### src/rtl/sad_stream_driver.sv
// Host-loaded operand store that streams A/B sample pairs into a SAD engine,
// collects the engine sum and cross-checks it against a locally computed shadow SAD.
module sad_stream_driver #(
  parameter int N_SAMPLES = 16,
  parameter int DW        = 8,
  parameter int RW        = 32,
  parameter int AW        = 4,
  parameter int TIMEOUT   = 64
) (
  input  logic          clk,
  input  logic          rst,
  input  logic          wr_en,
  input  logic          wr_sel,
  input  logic [AW-1:0] wr_addr,
  input  logic [DW-1:0] wr_data,
  input  logic          start_i,
  output logic          ready_o,
  output logic          sad_enb_o,
  output logic [DW-1:0] sad_dta_o,
  output logic [DW-1:0] sad_dtb_o,
  input  logic          sad_busy_i,
  input  logic [RW-1:0] sad_dt_i,
  output logic          res_valid_o,
  output logic [RW-1:0] res_data_o,
  input  logic          res_ready_i,
  output logic          mism_o,
  output logic          err_o
);

  localparam int TW = $clog2(TIMEOUT + 1);

  typedef enum logic [2:0] {IDLE, ISSUE, STREAM, WAIT, HOLD} state_t;

  state_t        state;
  logic [DW-1:0] mem_a [N_SAMPLES];
  logic [DW-1:0] mem_b [N_SAMPLES];
  logic [AW-1:0] idx;
  logic [AW-1:0] nidx;
  logic [TW-1:0] tcnt;
  logic [RW-1:0] shadow;
  logic [DW:0]   diff;
  logic [DW-1:0] a0;
  logic [DW-1:0] b0;
  logic          wr_ok;

  assign wr_ok = wr_en && (state == IDLE);
  assign nidx  = idx + 1'b1;

  always_ff @(posedge clk) begin
    if (wr_ok) begin
      if (wr_sel) mem_b[wr_addr] <= wr_data;
      else        mem_a[wr_addr] <= wr_data;
    end
  end

  // A write to index 0 in the start cycle must reach the first pair on the bus.
  always_comb begin
    a0 = mem_a[0];
    b0 = mem_b[0];
    if (wr_ok && (wr_addr == '0)) begin
      if (wr_sel) b0 = wr_data;
      else        a0 = wr_data;
    end
  end

  // Shadow accumulates the pair currently driven on the bus.
  always_comb begin
    if (sad_dta_o >= sad_dtb_o) diff = {1'b0, sad_dta_o} - {1'b0, sad_dtb_o};
    else                        diff = {1'b0, sad_dtb_o} - {1'b0, sad_dta_o};
  end

  always_ff @(posedge clk) begin
    if (rst) begin
      state       <= IDLE;
      ready_o     <= 1'b1;
      sad_enb_o   <= 1'b0;
      sad_dta_o   <= '0;
      sad_dtb_o   <= '0;
      res_valid_o <= 1'b0;
      res_data_o  <= '0;
      mism_o      <= 1'b0;
      err_o       <= 1'b0;
      idx         <= '0;
      tcnt        <= '0;
      shadow      <= '0;
    end else begin
      case (state)
        IDLE: begin
          ready_o <= 1'b1;
          if (start_i) begin
            state     <= ISSUE;
            ready_o   <= 1'b0;
            sad_enb_o <= 1'b1;
            sad_dta_o <= a0;
            sad_dtb_o <= b0;
            idx       <= '0;
            tcnt      <= '0;
            shadow    <= '0;
            mism_o    <= 1'b0;
            err_o     <= 1'b0;
          end
        end
        ISSUE: begin
          sad_enb_o <= 1'b0;
          shadow    <= shadow + {{(RW-DW-1){1'b0}}, diff};
          idx       <= nidx;
          sad_dta_o <= mem_a[nidx];
          sad_dtb_o <= mem_b[nidx];
          state     <= STREAM;
        end
        STREAM: begin
          shadow <= shadow + {{(RW-DW-1){1'b0}}, diff};
          if (idx == AW'(N_SAMPLES - 1)) begin
            sad_dta_o <= '0;
            sad_dtb_o <= '0;
            state     <= WAIT;
          end else begin
            idx       <= nidx;
            sad_dta_o <= mem_a[nidx];
            sad_dtb_o <= mem_b[nidx];
          end
        end
        WAIT: begin
          tcnt <= tcnt + 1'b1;
          if (!sad_busy_i) begin
            res_data_o  <= sad_dt_i;
            mism_o      <= (sad_dt_i != shadow);
            res_valid_o <= 1'b1;
            state       <= HOLD;
          end else if (tcnt == TW'(TIMEOUT - 1)) begin
            res_data_o  <= '0;
            mism_o      <= 1'b0;
            err_o       <= 1'b1;
            res_valid_o <= 1'b1;
            state       <= HOLD;
          end
        end
        HOLD: begin
          if (res_ready_i) begin
            res_valid_o <= 1'b0;
            ready_o     <= 1'b1;
            idx         <= '0;
            tcnt        <= '0;
            state       <= IDLE;
          end
        end
        default: state <= IDLE;
      endcase
    end
  end

endmodule

### config.mk
export PLATFORM = sky130hd
export DESIGN_NAME = sad_stream_driver
export DESIGN_NICKNAME = d
export VERILOG_FILES = /design/src/rtl/sad_stream_driver.sv
export SDC_FILE = /design/constraint.sdc
export NUM_CORES = 1
export LEC_CHECK = 0
export CAP_MARGIN = 10
export CORE_MARGIN = 1
export CORE_UTILIZATION = 35
export CTS_CLUSTER_SIZE = 16
export DETAILED_ROUTE_END_ITERATION = 8
export GPL_TIMING_DRIVEN = 0
export PLACE_DENSITY = 0.61
export SYNTH_ARGS = -nofsm -noshare
export SYNTH_HDL_FRONTEND = slang
export SYNTH_SLANG_ARGS = --single-unit
### constraint.sdc
create_clock -name clk -period 4.8 [get_ports clk]
set_clock_uncertainty 0.05 [all_clocks]
set_input_delay 0.48 -clock clk [delete_from_list [all_inputs] [get_ports clk]]
set_output_delay 0.48 -clock clk [all_outputs]
set_load 0.05 [all_outputs]
==> summary.txt, run 1 <==
Worst setup path
  – Crit Path Class: reg2reg
  – CP max FO: 10
  – WP data required: between 5 and 6 ns
  – CP arrival: approximately 4.9 ns
  – Startpoint type of the worst setup path: register
  – Worst-case reg-to-reg path depth: 18
  – Type of destination of the critical path: register

Die
  – Row count: 77
  – Core box area: between 40000 and 50000 µm²
  – I/O pins: between 100 and 150
  – Die Ht: between 200 and 250 µm
  – Chip Width: roughly 210 µm
  – Initial core utilization: 0.3543
  – Die area: 45520 µm²

Min path
  – Cell depth of the worst min-delay path: 2
  – Hold crit path type: reg2reg

Logic synthesis
  – Most frequent cell after synthesis: edfxtp_1
  – Synth Cell Area: ~16000 µm²
  – Post-Syn Nets: roughly 1200
  – Mapped Cells: ~1100
  – Top cells by count, synth: edfxtp_1, nor2_1, dfxtp_1
  – Ys async rst share: 0
  – Yosys top cell area share: 0.4917
  – EDFF count, synth: between 200 and 300
  – Register area share after synthesis: 0.6185
  – Yosys reg bits: between 300 and 400
  – Avg Inst Size Synth: around 14 µm²
  – Cell variety after synth: slightly above 60
  – Synth area leader: edfxtp_1
  – Most used DFF post-synth: edfxtp_1
  – Top cells by area, synth: edfxtp_1, dfxtp_1, mux4_2, nor2_1, mux2i_1
  – Yosys warns: 0

Clocking
  – CTS H-tree lvls: 2
  – Clock Tree Buf Depth: 3
  – CTS buffer count: 39
  – Root buffer cell: clkbuf_16
  – CTS tree: yes
  – Clk sinks: ~360
  – Cts-stage hold buffer count: 0
  – Clk slew on worst S/H paths: 0.06 ns
  – Skew-Pair Late Insertion Delay: 0.55 ns

Global routing
  – Initial antenna violation count: 0
  – GR Layer Usage met3: 0.03251
  – Vias in the first global route: ~9800
  – Total grt overflow: 0
  – First-pass GRT wire length: between 50000 and 60000 µm
  – Largest net degree at the start of global routing: 35
  – Grt peak-use layer: met2
  – GR Util met2: 0.2816
  – Overall Global Routing Usage: 0.1753
  – Met1 Use GR: 0.2401

STA
  – Max_slew headroom: 0.1641
  – Endpoints failing setup: 0
  – Tmin final: 4.487 ns
  – Period utilization: 0.9348
  – RSZ-0062 raised after global routing: false
  – Post-route setup slack: between 0.3 and 0.4 ns
  – Final max-slew violation count: 0
  – Setup_tns: 0 ns
  – Slew @ Worst Pin: between 1 and 1.5 ns
  – Fmax: 222.9 MHz
  – Final hold violation count: 0

Placement
  – Routability cong.: about 0.86
  – Port Buffers: 100
  – DP Wirelength: 27390 µm
  – Place WS: -0.009048 ns
  – Placed Cells: between 1500 and 2000

Route
  – Mean routed wirelength per cell: around 21 µm
  – # DRC: 0
  – ANT nets after route: 0
  – Total number of vias: between 9000 and 10000
  – Vias/cell: around 5.2
  – Router iterations before antenna repair: 5
  – Routed WL: approximately 39000 µm
  – Initial DRC count: roughly 800

Finish
  – FILL cells: approximately 4100
  – Footprint of the multi-input gates: 5540 µm²
  – Final net count: between 1000 and 1500
  – Layout cells sized above 1: 0.1361
  – Reg area: between 9000 and 10000 µm²
  – P&R area growth vs syn: 19.31%
  – Final non-filler cell total: between 1500 and 2000
  – N_diodes: 0

Flow run
  – Max-cap violations: 0

Status
  – Status: finished clean

Pwr
  – Worst vdd ir: between 0.3 and 0.4 mV
  – PD cells: 393.3 nW/µm²
  – Lkg Pwr: 6.198 nW
## cells in the final DEF, fill, tap and decap left out, types with 16 or more instances in the layout
cell	count
nor2_1	110
mux2i_1	39
nand2_1	69
buf_2	24
mux4_2	64
a21oi_1	47
clkbuf_1	43
edfxtp_1	256
clkdlybuf4s50_1	98
a22oi_1	42
ha_1	30
dfxtp_1	99
xnor2_1	31
nor4_1	17
nor3_1	33
nand3_1	16
xor2_1	42
clkbuf_16	39
inv_1	30
o22ai_1	16
## through the flow
step | util | hold slack (ns) | instance area (µm²) | total power [mW]
finish | 0.4227 | 0.4050 | 18650 | 7.336
global route | 0.4227 | 0.4337 | 18650 | 7.645
detailed placement | 0.3951 | 0.4022 | 17430 | 4.627
global placement | 0.3938 | 0.3978 | 17380 | 4.609
floorplan | - | 0.3991 | 15630 | 4.246
CTS | 0.4215 | 0.4102 | 18600 | 7.396
## kinds of logic after synthesis
logic type                 share of synthesized area
DFF                                           0.6185
and+or+nand+nor                              0.09356
AOI/OAI and AO/OA                            0.07235
muxes                                         0.1186
buffers and inverters                        0.02761
xor gates and xnor gates                     0.04090
adders and majority gates                    0.02849
## metal layers
| layer | part of all wire | up-vias |
|---|---|---|
| met3 | 0.072 | 62 |
| met4 | 0.025 | 0 |
| li1 | - | 4614 |
| met5 | 0 | - |
| met1 | 0.44 | 4886 |
| met2 | 0.46 | 334 |
## final timing paths
path,from,end,slack (ns)
worst max-delay path,sad_dta_o[3],shadow[24],0.31
worst min register to register,res_valid_o,res_valid_o,0.40
worst min-delay path,res_valid_o,res_valid_o,0.40
worst max register to register,sad_dta_o[3],shadow[24],0.31
## registers in the layout, indices dropped and copies added, names as in the netlist
register     count
res_data_o      32
state            3
mism_o           1
res_valid_o      1
sad_dta_o        8
sad_dtb_o        8
idx              4
mem_a          128
tcnt             7
sad_enb_o        1
shadow          32
mem_b          128
err_o            1
ready_o          1
## final cells by class
| class | count | area share |
|---|---|---|
| sequential | 355 | 0.5184 |
| multi-input combinational | 683 | 0.2970 |
| timing repair buffer | 110 | 0.05930 |
| clock buffer | 51 | 0.05581 |
| tap | 592 | 0.03971 |
| buffer | 66 | 0.01690 |
| clock inverter | 19 | 0.006641 |
| inverter | 31 | 0.006238 |
## repair_timing
action / 4_1_cts / 5_1_grt
cloned: 0 / 0
setup buffers: 0 / 0
resized for setup: 1 / 2
pin swaps: 0 / 1
endpoints found under the setup margin: 9 / 11
## worst max-delay path, cell delays in order, from the launching register on
cell	delay, ns
dfxtp_1	0.42
inv_1	0.11
ha_1	0.29
clkbuf_1	0.28
nand4_1	0.20
a21oi_1	0.25
or3_1	0.17
a21o_1	0.12
buf_2	0.21
mux2i_1	0.24
xnor2_1	0.13
ha_1	0.33
a21oi_1	0.10
a2111oi_1	0.50
a2111oi_2	0.11
buf_2	0.22
nor4_1	0.40
xnor2_1	0.16
nor2_1	0.05
## report_power, final
group          internal [mW]  switching (mW)
registers               3.34          0.0489
logic                  0.474           0.712
clock network           1.54            1.22
No activity file was read; power rests on OpenSTA's default activity.
==> run 2: changes to the inputs <==
--- a/config.mk
+++ b/config.mk
@@ -6,7 +6,7 @@
 export NUM_CORES = 1
 export LEC_CHECK = 0
 export CAP_MARGIN = 10
-export CORE_MARGIN = 1
+export CORE_MARGIN = 2
 export CORE_UTILIZATION = 35
 export CTS_CLUSTER_SIZE = 16
 export DETAILED_ROUTE_END_ITERATION = 8
==> summary.txt, run 2 (synthesized netlist as in run 1, its figures left out) <==
Status
  – Status: finished clean (unchanged)

Worst setup path
  – Type of destination of the critical path: register (unchanged)
  – WP data required: 5.17 ns (about the same)
  – Worst reg2reg startpoint: sad_dta_o[5] (was sad_dta_o[3])
  – CP max FO: 10 (unchanged)
  – Startpoint type of the worst setup path: register (unchanged)
  – CP startpoint: sad_dta_o[5] (was sad_dta_o[3])
  – Worst r2r dst: shadow[28] (was shadow[24])
  – Crit Path Class: reg2reg (unchanged)
  – Worst-case reg-to-reg path depth: 18 (unchanged)
  – CP arrival: 4.91 ns (was 4.85 ns)
  – Reg-to-reg slack, setup: 0.27 ns (was 0.31 ns)

STA
  – RSZ-0062 raised after global routing: false (unchanged)
  – Hold slack: 0.4063 ns (was 0.4050 ns)
  – Tmin final: 4.533 ns (was 4.487 ns)
  – Max_slew headroom: 0.2178 (was 0.1641)
  – Final hold violation count: 0 (unchanged)
  – Endpoints failing setup: 0 (unchanged)
  – Fmax: 220.6 MHz (was 222.9 MHz)
  – Slew @ Worst Pin: 1.164 ns (was 1.250 ns)
  – Period utilization: 0.9445 (was 0.9348)
  – Final max-slew violation count: 0 (unchanged)

Clocking
  – CTS resizes: 1 (unchanged)
  – CTS buffer count: 38 (was 39)
  – Skew-Pair Late Insertion Delay: 0.55 ns (about the same)
  – Root buffer cell: clkbuf_16 (unchanged)
  – CTS tree: yes (unchanged)
  – Clk sinks: 355 (unchanged)
  – Clock Tree Buf Depth: 3 (unchanged)
  – CTS H-tree lvls: 2 (unchanged)
  – Clk slew on worst S/H paths: 0.06 ns (about the same)
  – Post-CTS setup buffers: 0 (unchanged)
  – Cts-stage hold buffer count: 0 (unchanged)

Die
  – Die Ht: 215.3 µm (was 213.3 µm)
  – Row count: 77 (unchanged)
  – Core box area: 44120 µm² (unchanged)
  – Die area: 46370 µm² (was 45520 µm²)
  – Chip Width: 215.3 µm (was 213.3 µm)
  – Initial core utilization: 0.3543 (unchanged)
  – I/O pins: 104 (unchanged)

Global routing
  – Total grt overflow: 0 (unchanged)
  – Vias in the first global route: 9885 (was 9788)
  – Overall Global Routing Usage: 0.1695 (was 0.1753)
  – Initial antenna violation count: 0 (unchanged)
  – Largest net degree at the start of global routing: 35 (unchanged)
  – First-pass GRT wire length: 59820 µm (was 59110 µm)

Finish
  – Commonest non-fill, non-tap cell in the layout: edfxtp_1 (unchanged)
  – Layout cells sized above 1: 0.1393 (was 0.1361)
  – Biggest regs: mem_a (128), mem_b (128) (unchanged)
  – Most frequent cells in the layout: edfxtp_1, nor2_1, dfxtp_1, clkdlybuf4s50_1, nand2_1 (unchanged)
  – FILL cells: 4076 (was 4135)
  – P&R area growth vs syn: 20.58% (was 19.31%)
  – Final net count: 1370 (unchanged)
  – Final non-filler cell total: 1907 (unchanged)
  – Final Util: 0.4272 (was 0.4227)

Route
  – Router iterations before antenna repair: 5 (unchanged)
  – ANT nets after route: 0 (unchanged)
  – Metal1 wirelength: 17060 µm (was 17380 µm)
  – Routed WL: 39450 µm (was 39420 µm)
  – # DRC: 0 (unchanged)
  – Top sig layer: met4 (unchanged)
  – Metal2 WL: 18560 µm (was 18200 µm)
  – Vias/cell: 5.212 (was 5.189)
  – Mean routed wirelength per cell: 20.69 µm (was 20.67 µm)
  – Met3 WL: 2532 µm (was 2847 µm)
  – Total number of vias: 9939 (was 9896)
  – Initial DRC count: 713 (was 797)

Min path
  – Hold path endpoint: err_o (was res_valid_o)
  – Hold crit path type: reg2reg (unchanged)
  – Cell depth of the worst min-delay path: 2 (unchanged)
  – Origin of the worst min-delay path: err_o (was res_valid_o)

Pwr
  – Worst vdd ir: 0.2997 mV (was 0.3189 mV)
  – Lkg Pwr: 6.278 nW (was 6.198 nW)
  – PD cells: 402.8 nW/µm² (was 393.3 nW/µm²)

Placement
  – Port Buffers: 100 (unchanged)
  – Routability cong.: 0.8381 (was 0.8598)
  – Placed Cells: 1832 (unchanged)
  – DP Wirelength: 27540 µm (was 27390 µm)

Flow run
  – Max-cap violations: 0 (unchanged)
==> run 2: per-stage QoR <==
step / instance area [µm²] / power [mW] / TNS [ns] / setup slack, ns
floorplan: 15630 / 4.246 / 0 / 0.4994
global placement: 17380 / 4.610 / -0.3119 / -0.06736
detailed placement: 17430 / 4.624 / -0.7637 / -0.1129
CTS: 18720 / 7.643 / 0 / 0.08814
global route: 18850 / 7.886 / 0 / 0.01325
finish: 18850 / 7.593 / 0 / 0.2665
==> run 2: worst max-delay path by stage <==
stage / endpoint / slack, ns
after floorplan: shadow[28] / 0.50
after global placement: shadow[28] / -0.07
after detailed placement: shadow[28] / -0.11
after CTS: shadow[28] / 0.09
after global routing: shadow[28] / 0.01
final: shadow[28] / 0.27
==> run 2: critical path: stages, from the launching register on <==
cell and delay (ns):
dfxtp_1 0.41, inv_1 0.09, ha_1 0.29, clkbuf_1 0.28
nand4_1 0.20, a21oi_1 0.24, or3_1 0.16, a21o_1 0.10
buf_2 0.21, mux2i_1 0.24, xnor2_1 0.20, ha_1 0.31
a21oi_1 0.24, a2111oi_1 0.14, a2111oi_2 0.59, buf_2 0.34
nor4_1 0.11, xnor2_1 0.16, nor2_1 0.05
==> run 2: per-layer routing <==
metal | track usage | vias to the layer above
met5 | 0 | -
met4 | 0.06345 | 0
met3 | 0.03071 | 71
met2 | 0.2734 | 318
met1 | 0.2287 | 4936
li1 | - | 4614
==> run 2: where the power goes <==
part	internal [mW]	switching, mW	total (mW)
combinational	0.480	0.711	1.19
clock	1.79	1.23	3.02
sequential	3.34	0.0477	3.38
==> run 2: cell type report <==
| type | count | area (µm²) | share of cell area |
|---|---|---|---|
| Clock inverter | 21 | 272.8 | 0.01447 |
| Timing Repair Buffer | 111 | 1179 | 0.06252 |
| Buffer | 66 | 315.3 | 0.01673 |
| Tap cell | 592 | 740.7 | 0.03929 |
| Multi-Input combinational cell | 683 | 5540 | 0.2939 |
| Clock buffer | 47 | 1016 | 0.05389 |
| Antenna cell | 1 | 2.502 | 0.0001327 |
| Inverter | 31 | 116.4 | 0.006172 |
| Sequential cell | 355 | 9669 | 0.5129 |
